===== src/rtl/conv3x3_engine.sv =====
// ---------------------------------------------------------------------------
// | Module  : conv3x3_engine                                                |
// | Purpose : 3-stage 3x3 convolution (Gaussian/Sobel/sharpen/pass-through)  |
// |           with per-frame mode latching and frame-end signalling.        |
// | Rev     : 1.0  initial release                                          |
// ---------------------------------------------------------------------------
`default_nettype none

module conv3x3_engine #(
  parameter int N    = 399,
  parameter int ROWS = 397
) (
  input  logic        clk,
  input  logic        reset,
  input  logic [35:0] pixel_in,
  input  logic        in_valid,
  input  logic [1:0]  mode,
  output logic [7:0]  pixel_out,
  output logic        out_valid,
  output logic        sat_flag,
  output logic        frame_done
);

  localparam int              c_TOTAL = (N + 1) * ROWS;
  localparam int              c_CW    = $clog2(c_TOTAL + 1);
  localparam logic [c_CW-1:0] c_LAST  = c_CW'(c_TOTAL - 1);

  typedef enum logic [1:0] {IDLE = 2'd0, RUN = 2'd1, FLUSH = 2'd2} state_t;

  state_t            r_state, w_state_nxt;
  logic              w_accept, w_last;
  logic [c_CW-1:0]   r_count;
  logic [1:0]        r_mode_q;

  always_ff @(posedge clk or negedge reset) begin
    if (!reset) r_state <= IDLE;
    else        r_state <= w_state_nxt;
  end

  always_comb begin
    w_state_nxt = r_state;
    w_accept    = 1'b0;
    w_last      = (r_count == c_LAST);
    case (r_state)
      IDLE, RUN: begin
        if (in_valid) begin
          w_accept    = 1'b1;
          w_state_nxt = w_last ? FLUSH : RUN;
        end
      end
      FLUSH:   if (frame_done) w_state_nxt = IDLE;
      default: w_state_nxt = IDLE;
    endcase
  end

  always_ff @(posedge clk or negedge reset) begin
    if (!reset) begin
      r_count  <= '0;
      r_mode_q <= 2'd0;
    end else begin
      if (r_state == FLUSH && frame_done) r_count <= '0;
      else if (w_accept)                  r_count <= r_count + c_CW'(1);
      if (w_accept && r_state == IDLE)    r_mode_q <= mode;
    end
  end

  // S1: window register; the last-of-frame marker travels with the data
  logic        r_s1_valid, r_s1_last;
  logic [35:0] r_win;

  always_ff @(posedge clk or negedge reset) begin
    if (!reset) begin
      r_s1_valid <= 1'b0;
      r_s1_last  <= 1'b0;
      r_win      <= '0;
    end else begin
      r_s1_valid <= w_accept;
      r_s1_last  <= w_accept && w_last;
      if (w_accept) r_win <= pixel_in;
    end
  end

  logic [3:0] w_p [3][3];

  for (genvar r = 0; r < 3; r++) begin : g_row
    for (genvar c = 0; c < 3; c++) begin : g_col
      assign w_p[r][c] = r_win[35-12*r-4*c -: 4];
    end
  end

  // S2: partial sums
  logic [7:0]        w_gauss, w_gx_pos, w_gx_neg, w_gy_pos, w_gy_neg;
  logic signed [8:0] w_gx, w_gy;
  logic [6:0]        w_sh_pos;
  logic [5:0]        w_sh_neg;

  always_comb begin
    w_gauss  = {4'b0, w_p[0][0]} + {4'b0, w_p[0][2]} + {4'b0, w_p[2][0]} + {4'b0, w_p[2][2]}
             + {3'b0, w_p[0][1], 1'b0} + {3'b0, w_p[1][0], 1'b0}
             + {3'b0, w_p[1][2], 1'b0} + {3'b0, w_p[2][1], 1'b0}
             + {2'b0, w_p[1][1], 2'b0};
    w_gx_pos = {4'b0, w_p[0][2]} + {3'b0, w_p[1][2], 1'b0} + {4'b0, w_p[2][2]};
    w_gx_neg = {4'b0, w_p[0][0]} + {3'b0, w_p[1][0], 1'b0} + {4'b0, w_p[2][0]};
    w_gy_pos = {4'b0, w_p[2][0]} + {3'b0, w_p[2][1], 1'b0} + {4'b0, w_p[2][2]};
    w_gy_neg = {4'b0, w_p[0][0]} + {3'b0, w_p[0][1], 1'b0} + {4'b0, w_p[0][2]};
    w_gx     = $signed({1'b0, w_gx_pos}) - $signed({1'b0, w_gx_neg});
    w_gy     = $signed({1'b0, w_gy_pos}) - $signed({1'b0, w_gy_neg});
    w_sh_pos = {1'b0, w_p[1][1], 2'b0} + {3'b0, w_p[1][1]};
    w_sh_neg = {2'b0, w_p[0][1]} + {2'b0, w_p[1][0]} + {2'b0, w_p[1][2]} + {2'b0, w_p[2][1]};
  end

  logic              r_s2_valid, r_s2_last;
  logic [7:0]        r_gauss;
  logic signed [8:0] r_gx, r_gy;
  logic [6:0]        r_sh_pos;
  logic [5:0]        r_sh_neg;
  logic [3:0]        r_p11;

  always_ff @(posedge clk or negedge reset) begin
    if (!reset) begin
      r_s2_valid <= 1'b0;
      r_s2_last  <= 1'b0;
      r_gauss    <= '0;
      r_gx       <= '0;
      r_gy       <= '0;
      r_sh_pos   <= '0;
      r_sh_neg   <= '0;
      r_p11      <= '0;
    end else begin
      r_s2_valid <= r_s1_valid;
      r_s2_last  <= r_s1_valid && r_s1_last;
      if (r_s1_valid) begin
        r_gauss  <= w_gauss;
        r_gx     <= w_gx;
        r_gy     <= w_gy;
        r_sh_pos <= w_sh_pos;
        r_sh_neg <= w_sh_neg;
        r_p11    <= w_p[1][1];
      end
    end
  end

  // S3: kernel select, clamp, register
  logic [7:0]        w_abs_gx, w_abs_gy, w_res;
  logic signed [8:0] w_sharp;
  logic              w_sat;

  always_comb begin
    w_abs_gx = r_gx[8] ? 8'(-r_gx) : r_gx[7:0];
    w_abs_gy = r_gy[8] ? 8'(-r_gy) : r_gy[7:0];
    w_sharp  = $signed({2'b0, r_sh_pos}) - $signed({3'b0, r_sh_neg});
    w_res    = 8'd0;
    w_sat    = 1'b0;
    case (r_mode_q)
      2'd0:    w_res = r_gauss;
      2'd1:    w_res = w_abs_gx + w_abs_gy;
      2'd2: begin
        if (w_sharp[8]) w_sat = 1'b1;
        else            w_res = w_sharp[7:0];
      end
      default: w_res = {4'b0, r_p11};
    endcase
  end

  always_ff @(posedge clk or negedge reset) begin
    if (!reset) begin
      pixel_out  <= 8'd0;
      out_valid  <= 1'b0;
      sat_flag   <= 1'b0;
      frame_done <= 1'b0;
    end else begin
      out_valid  <= r_s2_valid;
      frame_done <= r_s2_valid && r_s2_last;
      if (r_s2_valid) begin
        pixel_out <= w_res;
        sat_flag  <= w_sat;
      end
    end
  end

endmodule

`default_nettype wire


===== config.mk =====
export PLATFORM = sky130hd
export DESIGN_NAME = conv3x3_engine
export DESIGN_NICKNAME = d
export VERILOG_FILES = /design/src/rtl/conv3x3_engine.sv
export SDC_FILE = /design/constraint.sdc
export NUM_CORES = 1
export LEC_CHECK = 0
export ABC_AREA = 1
export CORE_ASPECT_RATIO = 1.75
export CORE_MARGIN = 2
export CORE_UTILIZATION = 65
export DETAILED_ROUTE_END_ITERATION = 8
export GPL_ROUTABILITY_DRIVEN = 0
export HOLD_SLACK_MARGIN = 0.03
export PLACE_DENSITY = 0.87
export SYNTH_ARGS = -nofsm -noshare
export SYNTH_HDL_FRONTEND = slang
export SYNTH_SLANG_ARGS = --single-unit
export TNS_END_PERCENT = 100

===== constraint.sdc =====
create_clock -name clk -period 6.15 [get_ports clk]
set_clock_uncertainty 0.2 [all_clocks]
set_input_delay 0.615 -clock clk [delete_from_list [all_inputs] [get_ports clk]]
set_output_delay 0.615 -clock clk [all_outputs]
set_load 0.1 [all_outputs]

# Yosys cells after proc, flatten, opt, wreduce, memory -nomap -nowiden
# Index checks and enable logic that the tools add are counted.
# totals
regBits	114
input_bits	41
out_inout_bits	11
word_cells	76
# classes
addsub	27
n_eq_ne	7
mux	14
n_reduce_logical	10
# ops
op	n
6-bit by 4-bit adder with 7-bit output	6
18-bit 2-to-1 mux	2
4-bit by 5-bit adder with 6-bit output	4
8-bit by 5-bit adder with 8-bit output	3
8-bit 2-to-1 mux	3
8-bit case mux with 3 select lines	1
18-bit by 1-bit adder with 18-bit output (second input constant)	1
18-bit equality test (second input constant)	1
8-bit negator	2
7-bit by 7-bit subtractor with 8-bit output	2
5-bit by 4-bit adder with 6-bit output	2
4-bit by 4-bit adder with 5-bit output	2
7-bit by 5-bit adder with 8-bit output	1
8-bit by 6-bit adder with 8-bit output	1
8-bit adder	1
7-bit by 6-bit subtractor with 8-bit output	1
6-bit by 4-bit adder with 6-bit output	1
2-bit 2-to-1 mux	3
1-bit logical AND	5
2-bit by 1-bit equality test with 1-bit output (second input constant)	2
2-bit equality test (second input constant)	2
2-bit zero test	2
1-bit 2-to-1 mux	4
2-bit != test (second input constant)	2
other kinds (4)	4

# Depth between registers and ports, before layout
# logic_depth
ltp_word	8
ltp_mapped	16
depth_no_buf	16

# Least setup slack after synthesis
# No wires, ideal clock.
# synth_path
path_type	register to register
start	reg r_win[3]
end	reg r_gauss[7]
setup_ns	0.083
arrival_ns	3.644
required_time_ns	5.867
slack_ns	2.224
path_stages_with_launch	14
path_buffers	0
period_less_slack_ns	3.926
path_cell_list	dfrtp_1 -> inv_1 -> fa_1 -> fa_1 -> inv_1 -> fa_1 -> fa_1 -> ha_1 -> inv_1 -> fa_1 -> o21ai_0 -> a21oi_1 -> xor2_1 -> o21ai_0
# synth_between
elab_chain_len	6
# synth_lines
item	line_no	rtl
from (decl)	69	logic [35:0] r_win;
from (signal assigned)	79	if (w_accept) r_win <= pixel_in;
6-bit by 4-bit adder with 7-bit output	98	w_gauss = {4'b0, w_p[0][0]} + {4'b0, w_p[0][2]} + {4'b0, w_p[2][0]} + {4'b0, w_p[2][2]}
7-bit by 5-bit adder with 8-bit output	99	+ {3'b0, w_p[0][1], 1'b0} + {3'b0, w_p[1][0], 1'b0}
8-bit by 5-bit adder with 8-bit output	99	
8-bit by 5-bit adder with 8-bit output (2 in a row)	100	+ {3'b0, w_p[1][2], 1'b0} + {3'b0, w_p[2][1], 1'b0}
8-bit by 6-bit adder with 8-bit output	101	+ {2'b0, w_p[1][1], 2'b0};
to (signal assigned)	133	r_gauss <= w_gauss;
to (decl)	113	logic [7:0] r_gauss;
# No other way between the ends.
# A chain may end at the register's enable or synchronous reset.

# Final worst setup path
# layout_path
start	reg r_win[17]
end	reg r_gauss[7]
# layout_between
elab_chain_len	1
# layout_lines
item	line_no
8-bit by 6-bit adder with 8-bit output	101
# No other way between the ends.

==> metrics <==
Reg2Reg Depth 13; combinational group share of total power 52.4%; Largest stage delay, worst path 0.55 ns; Crit Path Class register to register; leading area contributor after synthesis dfrtp_1; number of inserted diodes 0; Slew Limit Fails 0; fin nets 1127; worst-path fanout max 3; sequential share of power 29.4%; Finished Layout Cells 1114; CTS Sinks 112; Post-Synth XOR/XNOR Area 2.03%; outcome finished, final reports clean; CP top delay family adder cells; clk slew on worst S/H paths 0.07 ns; CP Data Required Time 6.21 ns; RSZ-0062 raised after global routing no; CP cell instances inv_1 > fa_1 > fa_1 > inv_1 > fa_1 > fa_1 > ha_1 > inv_1 > fa_1 > o21ai_0 > a21oi_1 > xor2_1 > o21ai_0; Mapped Area 0.00778 mm^2; CP Depth 13; Slew headroom 35.6%; Clock Path Buffers 2; first-pass GRT wire length 29.4 mm; main combinational cell family by area after synthesis adder cells; total core area 0.0116 mm^2; pwr/cell area 355 mW/mm^2; Resize count post-CTS 0; H-Tree Depth 3; Detail Route Antenna Nets 0; Compound-Gate Fraction of Synth Area 8.83%; EDFF count, synth 0; post-synthesis adder-cell area fraction 24.0%; register area share after synthesis 36.0%; Sw Share 43.9%; share of the synthesized area in the top cell type 36.0%; final instance area 0.00868 mm^2; Final setup viols 0; CTS tree built; most frequent cells after synthesis nand2_1, inv_1, dfrtp_1; type of origin of the critical path register; Inserted Clock Buffers 9; Yosys reg bits 112; antenna violations before repair 0; vias in the first global route 6375; total placed instance area 0.00840 mm^2; mux cell area share after synthesis 0.145%; Fillers 802; WP buf/inv 3; largest net degree at the start of global routing 63; Layout area overhead 11.7%; ranking of synthesized cells by area dfrtp_1, fa_1, nand2_1; min-delay worst type primary input to async pin; most frequent cell after synthesis nand2_1; Clk network pwr share 18.2%; Die X 86.7 um; total congestion overflow 0; NetSw 1.35 mW; leakage 4.48 nW; Synth Flop Type dfrtp_1; Reg area 0.00280 mm^2; # placed instances 1098; Setup Fix Bufs, Post-CTS 0; clk_lat worst skew 0.36 ns; die height 149 um; initial DRC count 376; routed vias 6122; min Tclk post-route 4.22 ns; CP Capture Type register; die area 0.0129 mm^2; Data arrival, critical path 4.28 ns; Peak Freq 0.237 GHz; Clock Tree Root clkbuf_16; Layout Utilization 74.6%; setup_tns 0 ns; max-cap violations 0; WL/cell 15.8 um; Via density 5.50; Avg Cell Area, Syn 8.38 um^2; Multi-input gate area 0.00418 mm^2; DRT Wirelength 17.6 mm; Final Hold Fails 0; initial core utilization 66.8%; IR drop worst, VDD 227 uV; Core Rows 52; syn nets 1081; IO Count 52; Gate Count Post-Synth 928; Detailed Place HPWL 13.6 mm; Crit path top cell by count fa_1; layout cells sized above 1 3.98%; drt drc 0; Critical-path top delay cell fa_1; Netlist cell types 41; simple-gate share of the synthesized area 18.8%; PortBufs 51; Fin Hold WS 0.127 ns; worst-margin pin slew 0.963 ns; ys async rst share 100%; Yosys warnings 0; period utilisation layout 68.7%; first-pass iteration count of the detailed router 4; GR Util All Layers 29.9%; P_int 1.73 mW; hold buffers post-CTS 0
-- per-layer routing --
layer	vias up	global-route usage, %	part of all wire, %
met2	190	53.4	54
met3	72	3.44	3.5
met1	2897	32.6	36
met4	0	19.4	6.7
met5	-	0	0
li1	2963	-	-
-- path summary, 6_finish.rpt --
| check | start | endpoint | slack (ns) |
|---|---|---|---|
| max in group asynchronous | reset | pixel_out[0] | 4.50 |
| setup reg to reg | r_win[17] | r_gauss[7] | 1.93 |
| hold reg to reg | r_s1_last | r_s2_last | 0.24 |
| hold / removal | reset | r_win[9] | 0.13 |
| min in group clk | r_s1_last | r_s2_last | 0.24 |
| setup / recovery | r_win[17] | r_gauss[7] | 1.93 |
-- placed cells by master (no fill, tap or decap), types with 2 or more instances in the layout --
| cell type | synthesis | routed |
|---|---|---|
| clkinv_4 | 0 | 2 |
| inv_2 | 3 | 3 |
| inv_1 | 187 | 187 |
| xnor2_1 | 2 | 2 |
| a21oi_1 | 32 | 32 |
| o22ai_1 | 8 | 8 |
| xor2_1 | 16 | 16 |
| nand4_1 | 10 | 10 |
| or2_2 | 4 | 4 |
| clkdlybuf4s50_1 | 0 | 50 |
| dfrtp_1 | 112 | 112 |
| nor2_1 | 51 | 51 |
| o21ai_1 | 3 | 3 |
| o21ai_0 | 72 | 72 |
| nor3_1 | 6 | 6 |
| ha_1 | 50 | 50 |
| nor4_1 | 3 | 3 |
| fa_1 | 62 | 62 |
| a221oi_1 | 2 | 2 |
| nor3_2 | 5 | 5 |
| nand2_1 | 228 | 228 |
| nand3_1 | 33 | 33 |
| inv_8 | 0 | 2 |
| buf_4 | 0 | 4 |
| clkbuf_16 | 0 | 9 |
| nor2_2 | 2 | 2 |
-- area by class of cell --
class	count	area share (%)
Sequential cell	112	32.3
Clock inverter	6	0.605
Inverter	191	8.26
Clock buffer	10	2.64
Tap cell	135	1.94
Timing Repair Buffer	54	6.11
Multi-Input combinational cell	606	48.2
-- metrics by stage --
stage	total power, mW	setup slack (ns)
6_report	3.08	1.93
5_1_grt	3.35	1.70
4_1_cts	3.08	1.92
3_5_place_dp	2.49	1.96
3_3_place_gp	2.40	2.08
2_1_floorplan	2.07	2.22
-- worst register-to-register path, cell delays in order (launching register included) --
cell and delay, ns:
dfrtp_1 0.41, inv_1 0.22, fa_1 0.48, fa_1 0.50, inv_1 0.07, fa_1 0.51, fa_1 0.55, ha_1 0.16
inv_1 0.05, fa_1 0.41, o21ai_0 0.20, a21oi_1 0.10, xor2_1 0.14, o21ai_0 0.14
-- power groups by stage --
stage / combinational (mW) / sequential [mW] / clock [mW]
6_report: 1.61 / 0.908 / 0.559
5_1_grt: 1.84 / 0.918 / 0.593
4_1_cts: 1.60 / 0.906 / 0.566
3_5_place_dp: 1.57 / 0.920 / 0
3_3_place_gp: 1.49 / 0.914 / 0
2_1_floorplan: 1.08 / 0.994 / 0
-- sequential cells by signal (all words and copies together) (netlist names), 2 cells and up --
name and count:
r_win 36, r_state 2, r_count 18, r_sh_neg 6, r_mode_q 2, r_gx 8
r_sh_pos 7, pixel_out 8, r_gauss 8, r_p11 2, r_gy 8
-- cell families (layout without fill, tap and decap cells) --
| group | count (synthesis) | count (layout) |
|---|---|---|
| xor+xnor | 18 | 18 |
| flops | 112 | 112 |
| mux | 1 | 1 |
| buf+inv | 210 | 261 |
| simple gates | 348 | 348 |
| compound gates | 127 | 127 |
| fa+ha+maj | 112 | 112 |
No activity file was read; power rests on OpenSTA's default activity.
==> patch (same flow settings) <==
Compare `r_count` against `c_LAST` with >= in place of ==.
--- a/src/rtl/conv3x3_engine.sv
+++ b/src/rtl/conv3x3_engine.sv
@@ -40,7 +40,7 @@
   always_comb begin
     w_state_nxt = r_state;
     w_accept    = 1'b0;
-    w_last      = (r_count == c_LAST);
+    w_last      = (r_count >= c_LAST);
     case (r_state)
       IDLE, RUN: begin
         if (in_valid) begin
Function: same outputs for any inputs over 4 cycles, from zero or initial values and one cycle with reset low; that may be too few to reach the edited logic, so the function may still have changed.
==> patch against the original RTL <==
  * Area after synthesis is 1.3% higher
  * Sequential share of layout area fell by 0.29 points
  * Sequential cell count unchanged
  * Utilization decreased by 1.2 points
  * Setup slack better by 0.059 ns
  * Critical endpoint unchanged
  * Final area increased by 0.91%
  * Wire length barely moved
Power is not compared: it rests on default switching activity, and its combinational part moved more than twofold at a synthesized area within 25%.
==> patch: results (changes against the original RTL) <==
Status
  – Status: finished clean

Drt
  – First DRT Iteration DRCs: 348 (-7.4%)
  – Met2 wire len: 9532 um (+0.24%)
  – Highest metal used: met4
  – DR vias/cell: 5.565 (+1.3%)
  – Routed met3 length: 664 um (+8.3%)
  – Metal-1 WL: 6337 um (+0.67%)
  – WL/cell: 15.57 um (-1.5%)
  – Iteration count of the initial detailed-routing pass: 5 (+1)

Synth
  – Syn. warnings: 0 (unchanged)
  – Synth area leaders: dfrtp_1, fa_1, nand2_1
  – Synth Area in Compound Gates: 0.09261 (+0.004293)
  – Distinct cell type count after synthesis: 36 (-12%)
  – Mux cell area share after synthesis: 0.001430 (-0.00001817)
  – Commonest cells post-synth: nand2_1, inv_1, dfrtp_1, o21ai_0, fa_1
  – Register area share after synthesis: 0.3558 (-0.004522)
  – Synth Area in Adders: 0.2370 (-0.003012)
  – XOR/XNOR share of the synthesized area: 0.02002 (-0.0002544)

GRT
  – Overall routing resource usage: 0.2915 (-0.007245)
  – Pin count of the biggest net entering global routing: 74 (+17%)
  – Global-route wire length before repair: 29140 um (-0.91%)
  – Vias in the first global route: 6387 (+0.19%)
  – Met3 Track Usage GR: 0.04413 (+0.009720)
  – GRT met2 Usage: 0.5233 (-0.01095)
  – GR Util met1: 0.3168 (-0.009026)

Finish
  – Inverters: 196 (+2.6%)
  – Multi-input gate count: 616 (+1.7%)
  – Area occupied by multi-input gates: 4253 um^2 (+1.6%)
  – Final #Nets: 1141 (+1.2%)
  – Largest registers: r_win: 36 flops, r_count: 18 flops
  – # fillers: 811 (+1.1%)
  – Non-CTS buffers: 53 (-1.9%)
  – Ant diodes: 0 (unchanged)
  – Layout cells sized above 1: 0.03424 (-0.005597)
  – ClkCell Share: 0.03170 (-0.0007199)
  – Reg area: 2803 um^2 (unchanged)
  – NonClk Buf Share: 0.05968 (-0.001406)

Timing
  – Final worst path period need: 4.165 ns (-0.05936 ns)
  – Worst-Margin Slew: 0.9721 ns (+0.008748 ns)
  – Hold WS: 0.07073 ns (-0.05656 ns)

Worst setup path
  – Reg2reg setup slack: 1.99 ns (+0.06 ns)
  – Worst EP arrival: 4.24 ns (-0.04 ns)
  – Crit path max fanout: 3 (unchanged)

Power and ir drop
  – Sw frac: 0.2188
  – Peak VDD IR: 0.1864 mV

Clocking
  – Inserted Clock Buffers: 9 (unchanged)
  – Reg clk slew, reported paths: 0.08 ns

Place
  – HPWL Detailed: 13880 um (+2.1%)

Flow run
  – Max-cap violation count: 0 (unchanged)
patch: cell count changes in the layout (fill, tap and decap cells not counted), moves of 3 or more:
cell | before | now
nand2_1 | 228 | 224
o21ai_0 | 72 | 80
nor4_1 | 3 | 0
nand4_1 | 10 | 14
a21oi_1 | 32 | 35
nor3_1 | 6 | 10
nor3_2 | 5 | 0
inv_1 | 187 | 194
nand3b_1 | 1 | 4
patch: final timing paths:
path                            from         end  depth (start not counted)
setup / recovery           r_win[17]  r_gauss[7]                         13
hold / removal                 reset    r_win[8]                          1
setup reg to reg           r_win[17]  r_gauss[7]                         13
hold reg to reg            r_s1_last   r_s2_last                          2
max in group asynchronous      reset   r_s1_last                          2
min in group clk           r_s1_last   r_s2_last                          2
patch: cells by family (layout without fill, tap and decap cells):
group | Yosys count | count (layout)
muxes | 1 | 1
AOI/OAI and AO/OA | 137 | 137
buffers and inverters | 216 | 265
DFF | 112 | 112
xor gates and xnor gates | 18 | 18
and+or+nand+nor | 348 | 348
adders and majority gates | 112 | 112
patch: per-stage QoR:
| step | instances | total power, mW | instance area, um^2 |
|---|---|---|---|
| 2_1_floorplan | 944 | 0.7506 | 7876 |
| 3_3_place_gp | 1114 | 0.7906 | 8486 |
| 3_5_place_dp | 1114 | 0.7911 | 8486 |
| 4_1_cts | 1130 | 1.336 | 8763 |
| 5_1_grt | 1130 | 1.367 | 8763 |
| 6_report | 1130 | 1.329 | 8763 |
patch: power by group through the flow:
stage               Sequential, mW  Combinational, mW  Clock, mW
global route                 0.736             0.0445      0.587
detailed placement           0.750             0.0408          0
finish                       0.736             0.0397      0.553
floorplan                    0.751          0.0000136          0
CTS                          0.736             0.0408      0.559
global placement             0.750             0.0403          0
